--- config.mk ---
export PLATFORM = sky130hd
export DESIGN_NAME = sar_result_averager
export DESIGN_NICKNAME = d
export VERILOG_FILES = /design/src/rtl/sar_avg_pkg.sv /design/src/rtl/sar_eoc_edge_detect.sv /design/src/rtl/sar_result_averager.sv
export SDC_FILE = /design/constraint.sdc
export NUM_CORES = 1
export LEC_CHECK = 0
export BUFFER_PORTS_ARGS = -buffer_cell sky130_fd_sc_hd__buf_2
export CORE_MARGIN = 2
export CORE_UTILIZATION = 50
export CTS_CLUSTER_SIZE = 20
export DETAILED_ROUTE_END_ITERATION = 6
export PLACE_DENSITY_LB_ADDON = 0.2
export SYNTH_ARGS = -nofsm -noshare
export SYNTH_HDL_FRONTEND = slang
export SYNTH_SLANG_ARGS = --single-unit
--- constraint.sdc ---
create_clock -name clk -period 3.1 [get_ports clk]
set_input_delay 0.155 -clock clk [delete_from_list [all_inputs] [get_ports clk]]
set_output_delay 0.155 -clock clk [all_outputs]
set_load 0.1 [all_outputs]
--- src/rtl/sar_avg_pkg.sv ---
// sar_avg_pkg: shared state encoding and width helpers for the SAR result averager.
package sar_avg_pkg;
    typedef enum logic [2:0] {IDLE, HOLD, WAIT_EOC, CAPTURE, OUTPUT} state_t;
    localparam int TIMER_W = 16;
    function automatic int ACC_W(input int n_bits, input int log2_avg);
        return n_bits + log2_avg;
    endfunction
endpackage

--- src/rtl/sar_eoc_edge_detect.sv ---
// sar_eoc_edge_detect: one-cycle pulse on each rising edge of the clk-synchronous eoc level.
module sar_eoc_edge_detect (
    input  logic clk,
    input  logic reset,
    input  logic eoc,
    output logic eoc_rise
);
    logic eoc_q;
    always_ff @(posedge clk) eoc_q <= reset ? 1'b0 : eoc;
    assign eoc_rise = eoc & ~eoc_q;
endmodule

--- src/rtl/sar_result_averager.sv ---
// sar_result_averager: drives SAR hold, captures results on eoc rise, averages 2**LOG2_AVG per burst.
// Define SAR_AVG_MINMAX_EN to add per-burst avg_min_digital/avg_max_digital outputs.
module sar_result_averager
    import sar_avg_pkg::*;
#(
    parameter int N_BITS      = 10,
    parameter int LOG2_AVG    = 2,
    parameter int TIMEOUT_CYC = 64
) (
    input  logic              clk,
    input  logic              reset,
    input  logic              enable,
    output logic              input_hold_digital,
    input  logic              eoc,
    input  logic [N_BITS-1:0] adc_result_digital,
    output logic              avg_valid,
    input  logic              avg_ready,
    output logic [N_BITS-1:0] avg_result_digital,
    output logic              timeout_err
`ifdef SAR_AVG_MINMAX_EN
    ,
    output logic [N_BITS-1:0] avg_min_digital,
    output logic [N_BITS-1:0] avg_max_digital
`endif
);
    localparam int AW = ACC_W(N_BITS, LOG2_AVG);
    localparam int CW = LOG2_AVG + 1;
    state_t state, state_n;
    logic [AW-1:0] acc;
    logic [CW-1:0] cnt;
    logic [TIMER_W-1:0] timer;
    logic eoc_rise, capture_hit, timeout_hit, clear, full;
    sar_eoc_edge_detect u_edge (
        .clk(clk),
        .reset(reset),
        .eoc(eoc),
        .eoc_rise(eoc_rise)
    );
    assign capture_hit = (state == WAIT_EOC) && eoc_rise;
    assign timeout_hit = (state == WAIT_EOC) && !eoc_rise && (timer == TIMER_W'(TIMEOUT_CYC - 1));
    assign clear = ((state == OUTPUT) && avg_ready) || timeout_hit;
    assign full = cnt == CW'(2 ** LOG2_AVG);
    assign input_hold_digital = (state == HOLD) || (state == WAIT_EOC);
    assign avg_valid = state == OUTPUT;
    assign avg_result_digital = avg_valid ? N_BITS'(acc >> LOG2_AVG) : '0;
    always_comb begin
        state_n = state;
        case (state)
            IDLE:     state_n = enable ? HOLD : IDLE;
            HOLD:     state_n = WAIT_EOC;
            WAIT_EOC: state_n = eoc_rise ? CAPTURE : timeout_hit ? IDLE : WAIT_EOC;
            CAPTURE:  state_n = full ? OUTPUT : HOLD;
            OUTPUT:   state_n = !avg_ready ? OUTPUT : enable ? HOLD : IDLE;
            default:  state_n = IDLE;
        endcase
    end
    // The sample is folded into acc on the rise cycle itself; CAPTURE only decides where to go.
    always_ff @(posedge clk) begin
        if (reset) begin
            state       <= IDLE;
            acc         <= '0;
            cnt         <= '0;
            timer       <= '0;
            timeout_err <= 1'b0;
        end else begin
            state <= state_n;
            timer <= (state == WAIT_EOC) ? timer + TIMER_W'(1) : '0;
            if (timeout_hit) timeout_err <= 1'b1;
            if (capture_hit) begin
                acc <= acc + AW'(adc_result_digital);
                cnt <= cnt + CW'(1);
            end else if (clear) begin
                acc <= '0;
                cnt <= '0;
            end
        end
    end
`ifdef SAR_AVG_MINMAX_EN
    logic [N_BITS-1:0] mn, mx;
    always_ff @(posedge clk) begin
        if (reset || (!capture_hit && clear)) begin
            mn <= '1;
            mx <= '0;
        end else if (capture_hit) begin
            if (adc_result_digital < mn) mn <= adc_result_digital;
            if (adc_result_digital > mx) mx <= adc_result_digital;
        end
    end
    assign avg_min_digital = avg_valid ? mn : '0;
    assign avg_max_digital = avg_valid ? mx : '0;
`endif
endmodule

==> key figures <==
Run status
  • Outcome: finished clean

Critical path
  • Critical Path AT: 2260 ps
  • CP Launch Type: register
  • Req. time, crit path: 3330 ps
  • Worst Path Class, Setup: reg -> reg
  • Critical Path Sink Type: register
  • Crit-path max FO: 3

Drt
  • Routed WL: 4310 µm
  • Total number of vias: 1766
  • 1st-pass router iterations: 4
  • DRC Markers: 0
  • Via density: 5.57
  • Antenna Nets Post-Route: 0
  • Initial DRC count: 113
  • Avg WL per Cell: 13.6 µm

Floorplanning
  • Placement Rows: 23
  • Chip Height: 68.2 µm
  • Full die area: 4650 µm²
  • Core area: 3970 µm²
  • Initial Util: 0.518
  • IO Pins: 28
  • Die width: 68.2 µm

Global route
  • Total GRT Usage: 0.207
  • First-pass GRT wire length: 7170 µm
  • Number of antenna violations at the first check in global routing: 0
  • Grt total ovfl: 0
  • Pin count of the biggest net entering global routing: 22
  • Vias in the first global route: 1559

STA
  • Unrepaired setup endpoints after global routing: no
  • Worst Hold Slack: 109 ps
  • Fin. max-slew vios: 0
  • Worst-margin pin slew: 596 ps
  • Final Hold Fails: 0
  • Final min period: 2030 ps
  • Worst Skew: 7.60 ps
  • Final worst-path cycle share: 0.655
  • Slew HR: 0.599
  • Setup_tns: 0 ps
  • Final setup viols: 0
  • F_max: 493 MHz

Layout
  • Share of layout cells above drive strength 1: 0.146
  • Fin nets: 295
  • Synth-to-Final Area Change: 12.8%
  • # diodes: 0
  • Finished Layout Cells: 317
  • Utilization after layout: 0.585
  • Final instance area: 2320 µm²

Clock network
  • CTS tree: built
  • Clk Latency, worst-skew pair: 290 ps
  • Hold Buf Count CTS: 0
  • Setup Fix Bufs, Post-CTS: 0
  • Total CTS buffers: 5
  • Cts repair resizes: 0
  • Root Buffer: clkbuf_8
  • Clock Sinks: 36
  • Max Root-Sink Buffers: 2
  • Clk pin slew, worst setup/hold paths: 70 ps
  • CTS H-tree lvls: 2

Yosys
  • Synth area leader: dfxtp_1
  • Number of enable flip-flop cells after synthesis: 0
  • Yosys cell types: 53
  • Ys flop type: dfxtp_1
  • Post-synth top area share: 0.350
  • Largest family of logic cells by synthesized area: simple AND/OR/NAND/NOR gates
  • Complex-gate fraction of the synthesized area: 0.146
  • Synth Area in Adders: 0.0888
  • Most frequent cells after synthesis: 36 x dfxtp_1, 32 x nor2_1, 16 x nand2_1
  • Post-Synth XOR/XNOR Area: 0.0851
  • Top-count cell post-synth: dfxtp_1
  • YS warnings: 0
  • Top post-synthesis cells by area: dfxtp_1 35%, ha_1 7.9%, nor2_1 5.8%, xor2_1 5.5%, and2_1 3.3%
  • Simple-Gate Fraction of Synth Area: 0.276
  • Post-synthesis sequential area ratio: 0.350
  • Syn Nets: 271
  • Synth Cell Area: 2060 µm²
  • Synth Register Bits: 36
  • Mux share of post-synthesis cell area: 0.0103
  • Cells after Synth: 242
  • FFs w/ async S/R, synth: 0
  • Syn avg cell area: 8.51 µm²

Placement
  • Dpl hpwl: 3070 µm
  • Port Buffers: 27
  • DP Area: 2210 µm²
  • Placed Cells: 309
  • Gp weighted congestion: 0.913

Power and ir drop
  • Pwr dens: 453 nW/µm²
  • Maximum vdd ir drop: 253 µV
  • Leak: 0.955 nW

Min path
  • Hold WC Path Type: in -> reg

Run
  • Maximum Capacitance Violations: 0
[sequential cells by signal, indices dropped and copies added, names as in the netlist]
| name | cells |
|---|---|
| cnt | 3 |
| acc | 12 |
| timeout_err | 1 |
| u_edge.eoc_q | 1 |
| timer | 16 |
| state | 3 |
[layout by cell type (no fill, tap or decap), types with 2 or more instances in the layout]
cell type,instances
nor3_1,3
and3_1,5
nor2b_1,2
a21o_1,2
o21ai_0,2
nand2_1,16
nor3b_1,3
dfxtp_1,36
xor2_1,13
ha_1,13
a21oi_1,12
a311o_1,2
clkbuf_8,5
nor4_1,5
o21bai_1,2
buf_4,2
buf_2,27
inv_1,7
xnor2_1,7
a211oi_1,2
nand4_1,5
nand3_1,13
a22oi_1,8
and4_1,4
and2_1,11
nor2_1,32
[final timing paths]
path                            cells past startpoint  slack, ps            to        start
worst max-delay path                                7       1070       acc[10]       acc[0]
worst min-delay path                                2        110  u_edge.eoc_q          eoc
worst max register to register                      7       1070       acc[10]       acc[0]
worst min register to register                      2        490   timeout_err  timeout_err
[critical path, stage by stage (launching register included)]
cell and delay [ps]:
dfxtp_1 310, ha_1 200, fa_1 400, a21oi_1 210, o211ai_1 200, a22oi_1 210
mux2_1 340, nor2_1 80
[report_power, final]
group / internal, mW / switching (mW)
clock network: 0.238 / 0.179
registers: 0.473 / 0.0141
logic: 0.0517 / 0.0963
[layout make-up]
cell class | count | area (µm²)
fill | 378 | 1650
multi-input combinational | 186 | 1250
sequential | 36 | 721
timing repair buffer | 29 | 150
clock buffer | 5 | 68.8
tap | 50 | 62.6
clock inverter | 3 | 42.5
inverter | 8 | 30.0
[per-layer routing]
layer	track usage	vias up	wire [µm]
met5	0	-	0
met4	0.0675	0	46
met3	0.0461	5	184
met2	0.313	36	1800
met1	0.290	810	2270
li1	-	915	-
[cell families after synthesis]
group	after synthesis
flops	36
mux	2
compound gates	42
simple gates	108
xor+xnor	20
buf+inv	20
fa+ha+maj	14
[stage by stage]
| stage | worst slack, ps | power [mW] |
|---|---|---|
| 3_3_place_gp | 1160 | 0.643 |
| 3_5_place_dp | 1120 | 0.645 |
| 5_1_grt | 953 | 1.09 |
| 4_1_cts | 1080 | 1.06 |
| 2_1_floorplan | 245 | 0.615 |
| 6_report | 1070 | 1.05 |
No activity file was read; power rests on OpenSTA's default activity.
